## config.mk

```make
export PLATFORM = sky130hd
export DESIGN_NAME = coin_acceptor
export DESIGN_NICKNAME = d
export VERILOG_FILES = /design/src/rtl/coin_acceptor.sv
export SDC_FILE = /design/constraint.sdc
export NUM_CORES = 1
export LEC_CHECK = 0
export ABC_AREA = 1
export CORE_ASPECT_RATIO = 1.4
export CORE_MARGIN = 5
export CORE_UTILIZATION = 54
export DETAILED_ROUTE_END_ITERATION = 12
export GPL_ROUTABILITY_DRIVEN = 0
export PLACE_DENSITY = 0.85
export RECOVER_POWER = 100
export SLEW_MARGIN = 0
export SYNTH_ARGS = -nofsm -noshare
export SYNTH_HDL_FRONTEND = slang
export SYNTH_SLANG_ARGS = --single-unit
```

## constraint.sdc

```tcl
create_clock -name clock -period 1.8 [get_ports clock]
set_input_delay 0.36 -clock clock [delete_from_list [all_inputs] [get_ports clock]]
set_output_delay 0.36 -clock clock [all_outputs]
set_load 0.005 [all_outputs]
```

## src/rtl/coin_acceptor.sv

```systemverilog
// Coin sensor front end for the vend FSM: synchronise and debounce the nickel/dime sensors,
// then present one 2-bit coin code at a time to vend, with one pending slot and jam/overflow reject.
module coin_acceptor #(
    parameter int DEBOUNCE_CYCLES = 4,
    parameter int CNT_W           = 8
) (
    input  logic             clock,
    input  logic             reset,
    input  logic             nickel_sense,
    input  logic             dime_sense,
    input  logic             newspaper,
    output logic [1:0]       coin,
    output logic             coin_reject,
    output logic [CNT_W-1:0] coin_count
);

    localparam int DB_W = (DEBOUNCE_CYCLES < 2) ? 1 : $clog2(DEBOUNCE_CYCLES);
    localparam logic [DB_W-1:0] DB_LAST = DB_W'(DEBOUNCE_CYCLES - 1);

    localparam logic [1:0] CODE_NONE   = 2'b00;
    localparam logic [1:0] CODE_NICKEL = 2'b01;
    localparam logic [1:0] CODE_DIME   = 2'b10;

    typedef enum logic [1:0] {
        SLOT_EMPTY,
        SLOT_HELD,
        SLOT_FULL
    } slot_t;

    // Channel index 0 is the nickel sensor, index 1 the dime sensor.
    logic [1:0]      sense;
    logic [1:0]      sync1;
    logic [1:0]      sync2;
    logic [1:0]      level;
    logic [1:0]      rise;
    logic [DB_W-1:0] db_cnt [2];

    slot_t           state_q;
    slot_t           state_d;
    logic [1:0]      coin_d;
    logic [1:0]      pend_q;
    logic [1:0]      pend_d;
    logic            reject_d;
    logic [CNT_W-1:0] count_d;

    logic            jam;
    logic            single;
    logic            consume;
    logic [1:0]      ev_code;

    assign sense = {dime_sense, nickel_sense};

    always_ff @(posedge clock) begin
        if (!reset) begin
            sync1 <= '0;
            sync2 <= '0;
            level <= '0;
            rise  <= '0;
            for (int i = 0; i < 2; i++) begin
                db_cnt[i] <= '0;
            end
        end else begin
            sync1 <= sense;
            sync2 <= sync1;
            for (int i = 0; i < 2; i++) begin
                rise[i] <= 1'b0;
                if (sync2[i] == level[i]) begin
                    db_cnt[i] <= '0;
                end else if (db_cnt[i] == DB_LAST) begin
                    // Level accepted; only a rising acceptance counts as a coin.
                    level[i]  <= sync2[i];
                    db_cnt[i] <= '0;
                    rise[i]   <= sync2[i];
                end else begin
                    db_cnt[i] <= db_cnt[i] + 1'b1;
                end
            end
        end
    end

    assign jam     = rise[0] & rise[1];
    assign single  = rise[0] ^ rise[1];
    assign ev_code = rise[0] ? CODE_NICKEL : CODE_DIME;
    assign consume = (state_q != SLOT_EMPTY) && !newspaper;

    always_comb begin
        state_d  = state_q;
        coin_d   = coin;
        pend_d   = pend_q;
        reject_d = 1'b0;
        count_d  = coin_count;

        if (consume) begin
            count_d = coin_count + 1'b1;
        end

        case (state_q)
            SLOT_EMPTY: begin
                if (single) begin
                    coin_d  = ev_code;
                    state_d = SLOT_HELD;
                end
            end
            SLOT_HELD: begin
                if (consume) begin
                    if (single) begin
                        coin_d = ev_code;
                    end else begin
                        coin_d  = CODE_NONE;
                        state_d = SLOT_EMPTY;
                    end
                end else if (single) begin
                    pend_d  = ev_code;
                    state_d = SLOT_FULL;
                end
            end
            SLOT_FULL: begin
                // Pending coin always moves ahead of a same-cycle event to keep FIFO order.
                if (consume) begin
                    coin_d = pend_q;
                    if (single) begin
                        pend_d = ev_code;
                    end else begin
                        pend_d  = CODE_NONE;
                        state_d = SLOT_HELD;
                    end
                end else if (single) begin
                    reject_d = 1'b1;
                end
            end
            default: begin
                coin_d  = CODE_NONE;
                pend_d  = CODE_NONE;
                state_d = SLOT_EMPTY;
            end
        endcase

        if (jam) begin
            reject_d = 1'b1;
        end
    end

    always_ff @(posedge clock) begin
        if (!reset) begin
            state_q     <= SLOT_EMPTY;
            coin        <= CODE_NONE;
            pend_q      <= CODE_NONE;
            coin_reject <= 1'b0;
            coin_count  <= '0;
        end else begin
            state_q     <= state_d;
            coin        <= coin_d;
            pend_q      <= pend_d;
            coin_reject <= reject_d;
            coin_count  <= count_d;
        end
    end

endmodule
```

==> flow_metrics.tcl <==
set metrics [dict create \
    min_from "sync1[1]" \
    regArea_um2 581 \
    portBuffers 15 \
    grt_pass1_vias 1196 \
    yosysMostFrequentCell "nand2_1" \
    num_rows 21 \
    core_area_um2 2390 \
    clockBufferDepth 2 \
    synth_fa_ha_area_share_pct 10.3 \
    synth_cells 181 \
    dp_hpwl_um 1960 \
    drc 0 \
    crit_required_ps 1440 \
    p_seq_share_pct 48.2 \
    clk_pin_slew_ps 150 \
    synth-async-reset-ratio_pct 0 \
    reg2reg_from "state_q[0]" \
    synth_top_family_by_area "simple AND/OR/NAND/NOR gates" \
    yosys_register_bits 27 \
    synth_compound_gate_area_share_pct 6.67 \
    drt_first_pass_iters 4 \
    tns_ps 0 \
    finalClockSkew_ps 11.4 \
    max_freq_mhz 596 \
    layout_setup_ws_ps 122 \
    status "finished clean" \
    reg2reg_slack_ps 240 \
    synth_edf_count 4 \
    fillers 203 \
    yosysSeqAreaShare_pct 43.6 \
    cts_tree "done" \
    antenna_found_initial 0 \
    netlist_top_cells_area "dfxtp_1 (35%), nand2_1 (12%), ha_1 (10%)" \
    diodes 0 \
    fin_crit_ps 1680 \
    syn_to_final_growth_pct 18.2 \
    ys_top_cells_by_count "nand2_1 (43), nor2_1 (30), inv_1 (26)" \
    detail-route-antenna-nets 0 \
    vias_per_cell 5.13 \
    worstPathCellList "clkdlybuf4s50_1" \
    power.static_leakage_nw 0.748 \
    multi_input_area_um2 652 \
    initial_core_util_pct 55.7 \
    netSwitchingFraction_pct 35.5 \
    rsz0062_at_grt "false" \
    min_path_cells 2 \
    r2r_end "coin_count[6]" \
    fp.dieW_um 52.0 \
    cp-end-kind "output pin" \
    hold_path_end "sync2[1]" \
    reg2regPathDepth 8 \
    period_share_pct 93.2 \
    crit_family "buffers and inverters" \
    p_clk_share_pct 18.4 \
    internal-power_w 0.000960 \
    cts_root_buffer "clkbuf_4" \
    grt_max_degree 17 \
    yosysTopAreaCell "dfxtp_1" \
    dp_slack_ps 90.2 \
    drt_iter0_markers 36 \
    worstPathArrival_ps 1320 \
    grt_pass1_wl_um 4650 \
    grt_overflow 0 \
    synthFlopType "dfxtp_1" \
    wl_um 2610 \
    ir_drop_mv 0.713 \
    via_count 1220 \
    cp_slowest_cell "clkdlybuf4s50_1" \
    hp-class "reg2reg" \
    drv_cap 0 \
    ys.warnings.count 0 \
    synth-xor-area-share_pct 1.31 \
    worstSkewPairLatency_ps 340 \
    die_h_um 68.8 \
    syn-cell-area_um2 1330 \
    cts_hold_buf 0 \
    slowest_delay_ps 540 \
    worst-path-buf-inv 1 \
    post_drt_wl_per_cell_um 11.0 \
    drive_gt1_share_pct 3.92 \
    synthSimpleGateAreaFrac_pct 29.5 \
    avgSynthCellArea_um2 7.36 \
    yosysUniqueCellTypes 21 \
    p_per_area_nw_per_um2 946 \
    die_area_um2 3580 \
    slew_violations 0 \
    ctsHtreeMaxLevel 1 \
    finalHoldViolCount 0 \
    synth.mux.area_fraction_pct 0 \
    ios 16 \
    grt_usage_pct 17.4 \
    synth_top_area_share_pct 34.6 \
    final_nets 221 \
    worstSetupPathType "reg2out" \
    start_kind "flip-flop" \
    p_switching_w 0.000529 \
    cts.sinks 27 \
    cp_max_fo 5 \
    cts-buffers-inserted 3 \
    setup_viol 0 \
    p_comb_share_pct 33.4 \
]
==> worst max path at each step <==
stage                       start            end  slack (ps)  depth (start not counted)
CTS                 coin_count[2]  coin_count[2]         120                          1
finish              coin_count[2]  coin_count[2]         120                          1
global route           state_q[0]  coin_count[7]          40                          8
global placement        newspaper  coin_count[6]         130                          7
detailed placement      newspaper  coin_count[6]          90                          7
floorplan              state_q[0]  coin_count[6]         390                          8
==> metrics by stage <==
stage | cell area, um^2 | instances | total power, W | hold slack [ps] | utilization (%)
after floorplan | 1340 | 184 | 0.00107 | 390 | -
after global placement | 1540 | 233 | 0.00120 | 394 | 64.5
after detailed placement | 1540 | 233 | 0.00121 | 409 | 64.5
after CTS | 1570 | 237 | 0.00148 | 436 | 65.7
after global routing | 1580 | 238 | 0.00160 | 467 | 65.9
final | 1580 | 238 | 0.00149 | 444 | 65.9
==> layer usage <==
layer	up-vias	wire (um)	GRT usage, %
met1	556	1070	17.1
met2	49	1310	33.2
met4	0	82	11.1
met5	-	0	0
met3	7	154	2.80
li1	608	-	-
==> final cells by class <==
cell class	count	area share, %
timing repair buffer	18	10.7
multi-input combinational	128	41.4
clock buffer	3	1.43
inverter	27	6.43
sequential	27	36.9
clock inverter	1	0.477
tap	34	2.70
==> power by group through the flow <==
stage / clock, W / sequential (W) / combinational, W
4_1_cts: 0.000278 / 0.000718 / 0.000489
2_1_floorplan: 0 / 0.000721 / 0.000345
6_report: 0.000274 / 0.000718 / 0.000498
3_3_place_gp: 0 / 0.000726 / 0.000470
3_5_place_dp: 0 / 0.000730 / 0.000484
5_1_grt: 0.000302 / 0.000724 / 0.000576
==> flip-flops by register name (all words and copies together) (netlist names) <==
| signal | cells |
|---|---|
| rise | 2 |
| coin | 2 |
| sync2 | 2 |
| db_cnt | 4 |
| sync1 | 2 |
| level | 2 |
| state_q | 2 |
| pend_q | 2 |
| coin_count | 8 |
| coin_reject | 1 |
==> worst min-delay path: cells and delay by family (launching register included) <==
kind                   cells  cell delay (ps)
buffers and inverters      1               30
AND/OR/NAND/NOR            1               60
flip-flops                 1              330
==> cells in the final DEF (no fill, tap or decap), drive strengths merged, types with 5 or more instances in the layout <==
cell type	instances
a21oi	5
clkbuf	5
clkdlybuf4s50	6
dfxtp	23
dlygate4sd3	9
ha	11
inv	26
nand2	43
nand3	13
nor2	32
o21ai	10
==> what timing repair did <==
| item | CTS | global route |
|---|---|---|
| resized for setup | 0 | 1 |
| endpoints found under the setup margin | 0 | 2 |
| setup buffers | 0 | 1 |
==> logic make-up after synthesis <==
logic type	after synthesis
adders and majority gates	11
and+or+nand+nor	94
AOI/OAI and AO/OA	17
buffers and inverters	29
DFF	27
xor gates and xnor gates	2
other	1
Power figures use the tool's default switching activity.
